### src/rtl/half_adder_pkg.sv
// half_adder_pkg -- shared constants and helpers for the half_adder block.
//   CNT_W_DEFAULT : default event-counter width
//   CNT_W_MIN/MAX : legal counter width range
//   sat_max()     : all-ones saturation value for a given counter width
package half_adder_pkg;

    localparam int unsigned CNT_W_DEFAULT = 16;
    localparam int unsigned CNT_W_MIN     = 4;
    localparam int unsigned CNT_W_MAX     = 32;

    // Largest value representable in w bits, returned in the widest legal width.
    function automatic logic [CNT_W_MAX-1:0] sat_max(input int unsigned w);
        logic [CNT_W_MAX-1:0] ones;
        ones = '1;
        if (w >= CNT_W_MAX) begin
            return ones;
        end
        return ones >> (CNT_W_MAX - w);
    endfunction

endpackage

### src/rtl/half_adder_core.sv
// half_adder_core -- purely combinational one-bit half adder.
//   a, b  : addend bits
//   sum   : a XOR b
//   carry : a AND b
module half_adder_core (
    input  logic a,
    input  logic b,
    output logic sum,
    output logic carry
);

    assign sum   = a ^ b;
    assign carry = a & b;

endmodule

### src/rtl/half_adder.sv
// half_adder -- half adder with combinational outputs, a registered result
// path qualified by in_valid, and optional saturating event counters.
//
// Optional feature macro: HALF_ADDER_STATS_EN (adds op_cnt / carry_cnt).
//
// Ports:
//   clk        rising-edge clock
//   rst_n      synchronous active-low reset (registers only)
//   A, B       addend bits
//   in_valid   qualifies A/B for the registered path and counters
//   Sum, Carry combinational A^B, A&B
//   sum_q      registered Sum of the last accepted pair
//   carry_q    registered Carry of the last accepted pair
//   out_valid  high for the single cycle after each accepted pair
//   carry_cnt  accepted pairs with Carry=1, saturating (STATS_EN only)
//   op_cnt     accepted pairs, saturating (STATS_EN only)
module half_adder
    import half_adder_pkg::*;
#(
    parameter int unsigned CNT_W = CNT_W_DEFAULT
) (
    input  logic             clk,
    input  logic             rst_n,
    input  logic             A,
    input  logic             B,
    input  logic             in_valid,
    output logic             Sum,
    output logic             Carry,
    output logic             sum_q,
    output logic             carry_q,
    output logic             out_valid
`ifdef HALF_ADDER_STATS_EN
    ,
    output logic [CNT_W-1:0] carry_cnt,
    output logic [CNT_W-1:0] op_cnt
`endif
);

    if (CNT_W < CNT_W_MIN || CNT_W > CNT_W_MAX) begin : g_bad_cnt_w
        $error("half_adder: CNT_W out of legal range");
    end

    logic core_sum;
    logic core_carry;

    half_adder_core u_core (
        .a     (A),
        .b     (B),
        .sum   (core_sum),
        .carry (core_carry)
    );

    assign Sum   = core_sum;
    assign Carry = core_carry;

    logic sum_d;
    logic carry_d;
    logic out_valid_q;
    logic out_valid_d;

    // The select is in_valid alone, so unknown A/B while idle never reach a flop.
    always_comb begin
        sum_d       = sum_q;
        carry_d     = carry_q;
        out_valid_d = 1'b0;
        if (in_valid) begin
            sum_d       = core_sum;
            carry_d     = core_carry;
            out_valid_d = 1'b1;
        end
    end

    always_ff @(posedge clk) begin
        if (!rst_n) begin
            sum_q       <= 1'b0;
            carry_q     <= 1'b0;
            out_valid_q <= 1'b0;
        end else begin
            sum_q       <= sum_d;
            carry_q     <= carry_d;
            out_valid_q <= out_valid_d;
        end
    end

    assign out_valid = out_valid_q;

`ifdef HALF_ADDER_STATS_EN
    localparam logic [CNT_W-1:0] CNT_MAX = CNT_W'(sat_max(CNT_W));

    logic [CNT_W-1:0] op_cnt_q;
    logic [CNT_W-1:0] op_cnt_d;
    logic [CNT_W-1:0] carry_cnt_q;
    logic [CNT_W-1:0] carry_cnt_d;

    // Counters stick at all-ones rather than wrapping.
    always_comb begin
        op_cnt_d    = op_cnt_q;
        carry_cnt_d = carry_cnt_q;
        if (in_valid) begin
            if (op_cnt_q != CNT_MAX) begin
                op_cnt_d = op_cnt_q + 1'b1;
            end
            if (core_carry && (carry_cnt_q != CNT_MAX)) begin
                carry_cnt_d = carry_cnt_q + 1'b1;
            end
        end
    end

    always_ff @(posedge clk) begin
        if (!rst_n) begin
            op_cnt_q    <= '0;
            carry_cnt_q <= '0;
        end else begin
            op_cnt_q    <= op_cnt_d;
            carry_cnt_q <= carry_cnt_d;
        end
    end

    assign op_cnt    = op_cnt_q;
    assign carry_cnt = carry_cnt_q;
`endif

endmodule

### config.mk
export PLATFORM = sky130hd
export DESIGN_NAME = half_adder
export DESIGN_NICKNAME = d
export VERILOG_FILES = /design/src/rtl/half_adder_pkg.sv /design/src/rtl/half_adder_core.sv /design/src/rtl/half_adder.sv
export SDC_FILE = /design/constraint.sdc
export NUM_CORES = 1
export LEC_CHECK = 0
export ABC_AREA = 1
export CAP_MARGIN = 30
export CORE_AREA = 4 4 41 43
export DETAILED_ROUTE_END_ITERATION = 16
export DIE_AREA = 0 0 45 47
export PLACE_DENSITY = 0.3
export SLEW_MARGIN = 20
export SYNTH_ARGS = -nofsm -noshare
export SYNTH_HDL_FRONTEND = slang
export SYNTH_SLANG_ARGS = --single-unit
### constraint.sdc
create_clock -name clk -period 1.95 [get_ports clk]
set_clock_uncertainty 0.2 [all_clocks]
set_input_delay 0.39 -clock clk [delete_from_list [all_inputs] [get_ports clk]]
set_output_delay 0.39 -clock clk [all_outputs]
set_load 0.01 [all_outputs]
==> impl_metrics.csv, run 1 <==
group,metric,value,unit
cts,clkLatencyLatePin,0.23,ns
route,vias,139,
yosys,yosysTopAreaCellShare,0.5106,
timing,hold_slack,0.2727,ns
cells_and_area,layout.nets,37,
worst_setup_path,crit_start,"A",
cells_and_area,layoutNonFillerInstCount,45,
global_routing,globalRouteOverflowTotal,0,
worst_setup_path,worstPathRequired,1.36,ns
cts,cts_buffers,3,
global_routing,grt_start_max_net_pins,6,
route,finalWirelength,306,µm
job,drv_cap,0,
timing,hold_violations,0,
cts,clock-sinks,3,
floorplanning,die_area,2115,µm²
yosys,syn_nets,22,
worst_setup_path,crit_fanout,2,
power_and_ir_drop,p_leak,0.1279,nW
cells_and_area,fill_cells,162,
yosys,synth_common_cells,"nand2_1, nor2_1, dfxtp_1, inv_1, ha_1",
cts,cts_max_level,1,
yosys,synthFlopType,"dfxtp_1",
power_and_ir_drop,power_frac_comb,0.169,
worst_setup_path,critPathKind,"primary input to primary output",
route,via_per_inst,3.089,
route,antenna_left,0,
placed_design,port_buffers,9,
worst_hold_path,worstHoldStart,"sum_q",
timing,finalSetupViolations,0,
worst_setup_path,worst_setup_path_end_kind,"primary output",
global_routing,use_met1,0.02948,
power_and_ir_drop,sequentialPowerShare,0.321,
yosys,yosys_warnings,0,
power_and_ir_drop,switchingPower,0.00004628,W
timing,worst_slew_pin_slew,0.1588,ns
yosys,async_flop_share,0,
floorplanning,die_x,45,µm
floorplanning,pin_count,10,
yosys,yosys-top-cells-area,"dfxtp_1, nand2_1, nor2_1",
yosys,ys_seq_elements,3,
route,drt_iter0_markers,0,
cts,cts_tree,"done",
yosys,synth_most_common_cell,"nand2_1",
global_routing,antenna_found_initial,0,
timing,finalSetupTns,0,ns
yosys,seq_area_frac_synth,0.5106,
yosys,synth_edf_count,0,
timing,finalCriticalPeriod,1.868,ns
cts,cts_root_buf,"clkbuf_4",
timing,fmax,535.2,MHz
yosys,postSynthAreaPerCell,7.351,µm²
placed_design,dpl_cell_area,234.0,µm²
cells_and_area,syn2layout_area_growth,116.0,%
worst_setup_path,startpoint_type,"primary input",
worst_setup_path,r2r-start,"carry_q",
placed_design,place_congestion,0.6270,
floorplanning,start_util,0.09038,
power_and_ir_drop,ir_drop,0.0002365,V
worst_hold_path,hold_path.class,"register to register",
floorplanning,rows,13,
global_routing,grt_pass1_vias,159,
power_and_ir_drop,clock_power_share,0.510,
timing,maxSlewHeadroom,0.8938,
placed_design,dp.final_hpwl,264.4,µm
timing,slew_viol_final,0,
power_and_ir_drop,finalPower,0.0002100,W
route,wl_per_cell,6.800,µm
timing,rsz0062_at_grt,"no",
global_routing,met2_usage,0.06215,
route,first_pass_iters,1,
global_routing,gr-max-usage-layer,"met2",
cells_and_area,antenna_cells,0,
route,drc,0,
yosys,synth.distinct_cells,5,
global_routing,grt_pass1_wl,552,µm
cts,clk_pin_slew,0.04,ns
yosys,postSynthCellCount,16,
timing,post-route-period-util,0.9582,
power_and_ir_drop,power.density,826.6,nW/µm²
yosys,syn_area,117.6,µm²
power_and_ir_drop,swShare,0.2205,
yosys,synth_top_area_cell,"dfxtp_1",
floorplanning,fp.dieH,47,µm
cells_and_area,drive_gt1_frac,0.1667,
outcome,status,"finished, final reports clean",
cells_and_area,stdcell_area,254.0,µm²
global_routing,grt_use_met3,0.02682,
floorplanning,core_area,1301,µm²
cts,clockBufferDepth,2,
power_and_ir_drop,p_int,0.0001637,W
global_routing,track_usage,0.04025,
worst_setup_path,arrival,1.28,ns
placed_design,dp.cells,41,
[kinds of logic after synthesis]
| kind of cell | Yosys count | synth area share |
|---|---|---|
| flops | 3 | 0.5107 |
| simple gates | 9 | 0.2872 |
| buf+inv | 3 | 0.09574 |
| fa+ha+maj | 1 | 0.1064 |
[per-layer routing]
metal	vias up	routed length, µm
met5	-	0
met4	0	0
met3	0	31
met2	4	169
met1	61	105
li1	74	-
[state kept, by name (all words and copies together) (netlist names)]
signal and flops:
carry_q 1, out_valid 1, sum_q 1
[cell usage in the layout, fill, tap and decap left out]
master and n:
clkdlybuf4s50_1 7, dfxtp_1 3, clkbuf_1 1, clkbuf_2 1, nand2_1 5, inv_1 3
buf_4 1, nor2_1 4, clkbuf_4 3, ha_1 1, dlygate4sd2_1 1
[path summary, 6_finish.rpt]
path / to / slack, ns / cells past startpoint
min reg2reg: sum_q / 0.27 / 2
max reg2reg: carry_q / 1.20 / 2
max: Carry / 0.08 / 3
min: sum_q / 0.27 / 2
[final cells by class]
| cell class | instances | area (µm²) | area share |
|---|---|---|---|
| timing repair buffer | 10 | 91.34 | 0.3596 |
| tap | 15 | 18.77 | 0.07389 |
| multi-input combinational | 10 | 46.29 | 0.1823 |
| clock buffer | 4 | 26.28 | 0.1034 |
| inverter | 3 | 11.26 | 0.04433 |
| sequential | 3 | 60.06 | 0.2365 |
[worst max-delay path, cell delays in order]
cell and delay, ns:
clkdlybuf4s50_1 0.40, ha_1 0.20, dlygate4sd2_1 0.28
[power by group through the flow]
| stage | logic, W | registers [W] | clock network (W) |
|---|---|---|---|
| after floorplan | 0.0000112 | 0.0000704 | 0 |
| final | 0.0000355 | 0.0000674 | 0.000107 |
| after global routing | 0.0000397 | 0.0000678 | 0.000121 |
| after global placement | 0.0000393 | 0.0000684 | 0 |
| after CTS | 0.0000378 | 0.0000675 | 0.000114 |
| after detailed placement | 0.0000396 | 0.0000684 | 0 |
[what timing repair did]
item | in CTS | in global routing
gates resized for setup | 3 | 1
endpoints found under the setup margin | 2 | 1
setup buffers | 0 | 0
hold buffers | 0 | 0
[metrics by stage]
stage	utilization	worst slack (ns)
after floorplan	-	0.6493
after global placement	0.1798	-0.2644
after detailed placement	0.1798	-0.2741
after CTS	0.1990	0.01386
after global routing	0.1952	0.05528
final	0.1952	0.08151
Note: power is estimated with default switching activity, not from simulation.
==> run 2, diff against run 1 <==
--- a/config.mk
+++ b/config.mk
@@ -7,11 +7,11 @@
 export LEC_CHECK = 0
 export ABC_AREA = 1
 export CAP_MARGIN = 30
-export CORE_AREA = 4 4 41 43
+export CORE_AREA = 2 2 39 41
 export DETAILED_ROUTE_END_ITERATION = 16
-export DIE_AREA = 0 0 45 47
+export DIE_AREA = 0 0 41 43
 export PLACE_DENSITY = 0.3
-export SLEW_MARGIN = 20
+export SLEW_MARGIN = 10
 export SYNTH_ARGS = -nofsm -noshare
 export SYNTH_HDL_FRONTEND = slang
 export SYNTH_SLANG_ARGS = --single-unit
==> run 2 against run 1 <==
Total power increased by 3.9%. Final cell count increased by 4.4%. Fmax decreased by 2.7%. Critical path depth unchanged. Utilization decreased by 0.17 points.
==> impl_metrics.csv, run 2 (synthesis results as in run 1) <==
group,metric,value,unit
cts,cts_root_buf,"clkbuf_4",
power_and_ir_drop,p_leak,0.1331,nW
timing,fmax,520.7,MHz
cts,cts_buffers,3,
cts,clk_pin_slew,0.04,ns
timing,maxSlewHeadroom,0.8862,
placed_design,port_buffers,9,
route,wl_per_cell,6.426,µm
placed_design,place_congestion,0.5380,
cts,cts_tree,"done",
cells_and_area,layoutNonFillerInstCount,47,
global_routing,grt_start_max_net_pins,6,
cells_and_area,final_common_cell,"clkdlybuf4s50_1",
route,drt_iter0_markers,3,
power_and_ir_drop,switchingPower,0.00005066,W
cells_and_area,final_cell_mix,"clkdlybuf4s50_1, nand2_1, nor2_1",
global_routing,met2_usage,0.06250,
global_routing,track_usage,0.04714,
route,antenna_left,0,
global_routing,use_met1,0.03846,
placed_design,dp_worst_setup_slack,-0.2651,ns
worst_setup_path,critPathTopFamily,"buffers and inverters",
power_and_ir_drop,sequentialPowerShare,0.309,
floorplanning,start_util,0.08499,
timing,post-route-period-util,0.9849,
placed_design,dp.final_hpwl,248.4,µm
floorplanning,rows,14,
job,drv_cap,0,
route,first_pass_iters,2,
worst_setup_path,arrival,1.33,ns
cts,clock-sinks,3,
route,via_per_inst,3.149,
floorplanning,die_area,1763,µm²
timing,rsz0062_at_grt,"no",
cells_and_area,multi_input_area,46.29,µm²
timing,hold_violations,0,
power_and_ir_drop,clock_power_share,0.511,
power_and_ir_drop,ir_drop,0.0002484,V
floorplanning,pin_count,10,
timing,slew_viol_final,0,
worst_setup_path,cp_cell_sequence,"clkdlybuf4s50_1 -> ha_1 -> clkdlybuf4s15_1",
cells_and_area,layout.nets,38,
route,finalWirelength,302,µm
worst_setup_path,critPathBufInv,2,
timing,finalCriticalPeriod,1.921,ns
global_routing,grt_pass1_wl,496,µm
cts,cts_max_level,1,
worst_setup_path,critPathKind,"primary input to primary output",
worst_hold_path,hold_path.class,"register to register",
cts,clockBufferDepth,2,
power_and_ir_drop,swShare,0.2323,
floorplanning,core_area,1384,µm²
power_and_ir_drop,power.density,814.5,nW/µm²
route,vias,148,
timing,finalSetupTns,0,ns
power_and_ir_drop,power_frac_comb,0.180,
global_routing,gr-max-usage-layer,"met3",
global_routing,grt_use_met3,0.06283,
power_and_ir_drop,p_int,0.0001674,W
worst_setup_path,worstPathRequired,1.36,ns
worst_setup_path,crit_fanout,2,
cells_and_area,drive_gt1_frac,0.1613,
worst_setup_path,critPathMaxStageDelay,0.40,ns
power_and_ir_drop,finalPower,0.0002181,W
cts,cts_hold_buf,0,
cells_and_area,syn2layout_area_growth,127.7,%
worst_setup_path,startpoint_type,"primary input",
outcome,status,"finished, final reports clean",
global_routing,globalRouteOverflowTotal,0,
cells_and_area,seqCellArea,60.06,µm²
global_routing,grt_pass1_vias,143,
timing,worst_slew_pin_slew,0.1702,ns
cts,clkLatencyLatePin,0.24,ns
floorplanning,fp.dieH,43,µm
placed_design,dp.cells,43,
timing,layout_setup_ws,0.02935,ns
worst_setup_path,cp_slowest_cell,"clkdlybuf4s50_1",
cells_and_area,antenna_cells,0,
cells_and_area,fill_cells,174,
worst_setup_path,worst_setup_path_end_kind,"primary output",
global_routing,antenna_found_initial,0,
floorplanning,die_x,41,µm
timing,finalSetupViolations,0,
timing,hold_slack,0.2723,ns
route,drc,0,
-- run 2: cell count changes in the layout (fill, tap and decap cells not counted) --
cell,before,now
buf_4,1,2
clkbuf_2,1,0
clkdlybuf4s15_1,0,1
-- run 2: power groups by stage --
stage	clock, W	sequential [W]	combinational (W)
3_5_place_dp	0	0.0000685	0.0000420
4_1_cts	0.000118	0.0000676	0.0000401
5_1_grt	0.000121	0.0000679	0.0000442
2_1_floorplan	0	0.0000704	0.0000112
6_report	0.000111	0.0000675	0.0000392
3_3_place_gp	0	0.0000683	0.0000424
-- run 2: final timing paths --
kind | startpoint | to | slack, ns | cells past startpoint
min | sum_q | sum_q | 0.27 | 2
min reg2reg | sum_q | sum_q | 0.27 | 2
max reg2reg | carry_q | carry_q | 1.20 | 2
max | A | Sum | 0.03 | 3
-- run 2: metrics by stage --
| stage | util | instance area (µm²) |
|---|---|---|
| 5_1_grt | 0.1935 | 267.8 |
| 3_3_place_gp | 0.1754 | 242.7 |
| 2_1_floorplan | - | 117.6 |
| 4_1_cts | 0.1935 | 267.8 |
| 3_5_place_dp | 0.1754 | 242.7 |
| 6_report | 0.1935 | 267.8 |
-- run 2: repair_timing --
item                                    in CTS  in global routing
endpoints found under the setup margin       2                  0
setup buffers                                0                  0
gates resized for setup                      3                  0
-- run 2: metal layers --
| metal | wire length (µm) | part of all wire |
|---|---|---|
| met1 | 114 | 0.38 |
| met2 | 167 | 0.55 |
| met3 | 20 | 0.066 |
| met4 | 0 | 0 |
| met5 | 0 | 0 |
-- run 2: cell type report --
class / instances / share of cell area
repair buffers: 11 / 0.3879
clock buffers: 4 / 0.09813
well taps: 16 / 0.07477
multi-input cells: 10 / 0.1729
inverters: 3 / 0.04206
flip-flops and latches: 3 / 0.2243
-- run 2: worst register-to-register path, cell delays in order (launching register included) --
cell     delay, ns
dfxtp_1       0.30
nor2_1        0.09
nor2_1        0.05
==> run 3, diff against run 2 <==
--- a/config.mk
+++ b/config.mk
@@ -10,6 +10,7 @@
 export CORE_AREA = 2 2 39 41
 export DETAILED_ROUTE_END_ITERATION = 16
 export DIE_AREA = 0 0 41 43
+export GPL_TIMING_DRIVEN = 0
 export PLACE_DENSITY = 0.3
 export SLEW_MARGIN = 10
 export SYNTH_ARGS = -nofsm -noshare
==> run 3 against run 2 <==
Non-clock buffer count decreased by 2. Routed wire length decreased by 0.99%. First-iteration DRC count decreased by 33%. Sequential power about the same. Global-route usage decreased by 0.10 points. Largest cell class unchanged. Final cell count decreased by 4.3%. Clock-buffer cell count unchanged. Clock power about the same. Via count decreased by 8.8%.
==> impl_metrics.csv, run 3 (synthesis results as in run 1) <==
group,metric,value,unit
floorplanning,die_area,1763,µm²
route,drt_iter0_markers,2,
global_routing,track_usage,0.04609,
floorplanning,core_area,1384,µm²
placed_design,place_congestion,0.5439,
floorplanning,fp.dieH,43,µm
power_and_ir_drop,p_leak,0.1227,nW
global_routing,grt_start_max_net_pins,6,
floorplanning,pin_count,10,
worst_setup_path,cp_slowest_cell,"clkdlybuf4s50_1",
cts,clk_pin_slew,0.04,ns
power_and_ir_drop,finalPower,0.0002097,W
worst_setup_path,critPathMaxStageDelay,0.41,ns
worst_setup_path,startpoint_type,"primary input",
worst_setup_path,worstPathRequired,1.36,ns
power_and_ir_drop,clock_power_share,0.517,
cts,clock-sinks,3,
worst_setup_path,worst_setup_path_end_kind,"primary output",
route,wl_per_cell,6.644,µm
cells_and_area,final_common_cell,"clkdlybuf4s50_1",
route,drc,0,
power_and_ir_drop,power_frac_comb,0.162,
timing,post-route-period-util,0.9615,
placed_design,port_buffers,9,
power_and_ir_drop,ir_drop,0.0002344,V
outcome,status,"finished, final reports clean",
floorplanning,die_x,41,µm
timing,rsz0062_at_grt,"no",
timing,slew_viol_final,0,
timing,fmax,533.4,MHz
cells_and_area,layout.nets,36,
worst_setup_path,critPathBufInv,2,
global_routing,antenna_found_initial,0,
cells_and_area,stdcell_area,247.7,µm²
cells_and_area,layoutNonFillerInstCount,45,
global_routing,grt_pass1_vias,137,
cts,cts_setup_buffers,0,
timing,finalSetupTns,0,ns
global_routing,globalRouteOverflowTotal,0,
cts,cts_tree,"done",
cts,cts_buffers,3,
route,antenna_left,0,
cells_and_area,final_cell_mix,"clkdlybuf4s50_1, nand2_1, nor2_1",
floorplanning,start_util,0.08499,
worst_setup_path,critPathKind,"primary input to primary output",
placed_design,dp.final_hpwl,252.3,µm
timing,maxSlewHeadroom,0.8851,
cts,clockBufferDepth,2,
cells_and_area,syn2layout_area_growth,110.6,%
worst_setup_path,critPathTopFamily,"buffers and inverters",
worst_setup_path,arrival,1.28,ns
cts,cts_root_buf,"clkbuf_4",
timing,hold_violations,0,
power_and_ir_drop,switchingPower,0.00004723,W
power_and_ir_drop,sequentialPowerShare,0.322,
cells_and_area,antenna_cells,0,
power_and_ir_drop,power.density,846.6,nW/µm²
worst_hold_path,hold_path.class,"register to register",
global_routing,grt_pass1_wl,469,µm
cts,cts_max_level,1,
cts,clkLatencyLatePin,0.23,ns
timing,hold_slack,0.2683,ns
power_and_ir_drop,p_int,0.0001625,W
route,vias,135,
route,first_pass_iters,2,
floorplanning,rows,14,
worst_setup_path,crit_fanout,2,
power_and_ir_drop,swShare,0.2252,
route,finalWirelength,299,µm
placed_design,dp.cells,41,
cells_and_area,drive_gt1_frac,0.1379,
route,via_per_inst,3.000,
timing,finalCriticalPeriod,1.875,ns
timing,worst_slew_pin_slew,0.1719,ns
timing,finalSetupViolations,0,
job,drv_cap,0,
worst_setup_path,cp_cell_sequence,"clkdlybuf4s50_1 -> ha_1 -> dlygate4sd2_1",
placed_design,dpl_cell_area,227.7,µm²
## run 3: power by group through the flow
| stage | Clock (W) | Combinational [W] | Sequential [W] |
|---|---|---|---|
| 2_1_floorplan | 0 | 0.0000112 | 0.0000704 |
| 3_3_place_gp | 0 | 0.0000379 | 0.0000683 |
| 3_5_place_dp | 0 | 0.0000379 | 0.0000685 |
| 4_1_cts | 0.000117 | 0.0000361 | 0.0000675 |
| 5_1_grt | 0.000120 | 0.0000378 | 0.0000678 |
| 6_report | 0.000108 | 0.0000339 | 0.0000674 |
## run 3: final cells by class
type / instances / area (µm²)
clock buffer: 4 / 26.28
fill: 170 / 1136
inverter: 3 / 11.26
multi-input combinational: 10 / 46.29
sequential: 3 / 60.06
tap: 16 / 20.02
timing repair buffer: 9 / 83.83
## run 3: per-stage QoR
| step | utilization | setup slack, ns |
|---|---|---|
| finish | 0.1790 | 0.07508 |
| global placement | 0.1646 | -0.2639 |
| global route | 0.1790 | 0.04728 |
| detailed placement | 0.1646 | -0.2783 |
| floorplan | - | 0.6493 |
| CTS | 0.1826 | 0.009006 |
## run 3: what timing repair did
| item | in CTS | in global routing |
|---|---|---|
| setup endpoints to repair | 2 | 1 |
| hold buffers | 0 | 0 |
| pin swaps | 0 | 0 |
| gates resized for setup | 3 | 1 |
## run 3: path summary, 6_finish.rpt
kind	from	cells past startpoint	endpoint	slack (ns)
max reg2reg	carry_q	2	carry_q	1.19
min reg2reg	sum_q	2	sum_q	0.27
max	A	3	Carry	0.08
min	sum_q	2	sum_q	0.27
## run 3: tightest hold or removal path, stage by stage (launching register included)
cell and delay [ns]:
dfxtp_1 0.30, nor2_1 0.08, nor2_1 0.05
## run 3: metal layers
metal | GRT usage | wire (µm)
met5 | 0 | 0
met4 | 0.02000 | 0
met3 | 0.06283 | 13
met2 | 0.07188 | 176
met1 | 0.02556 | 109
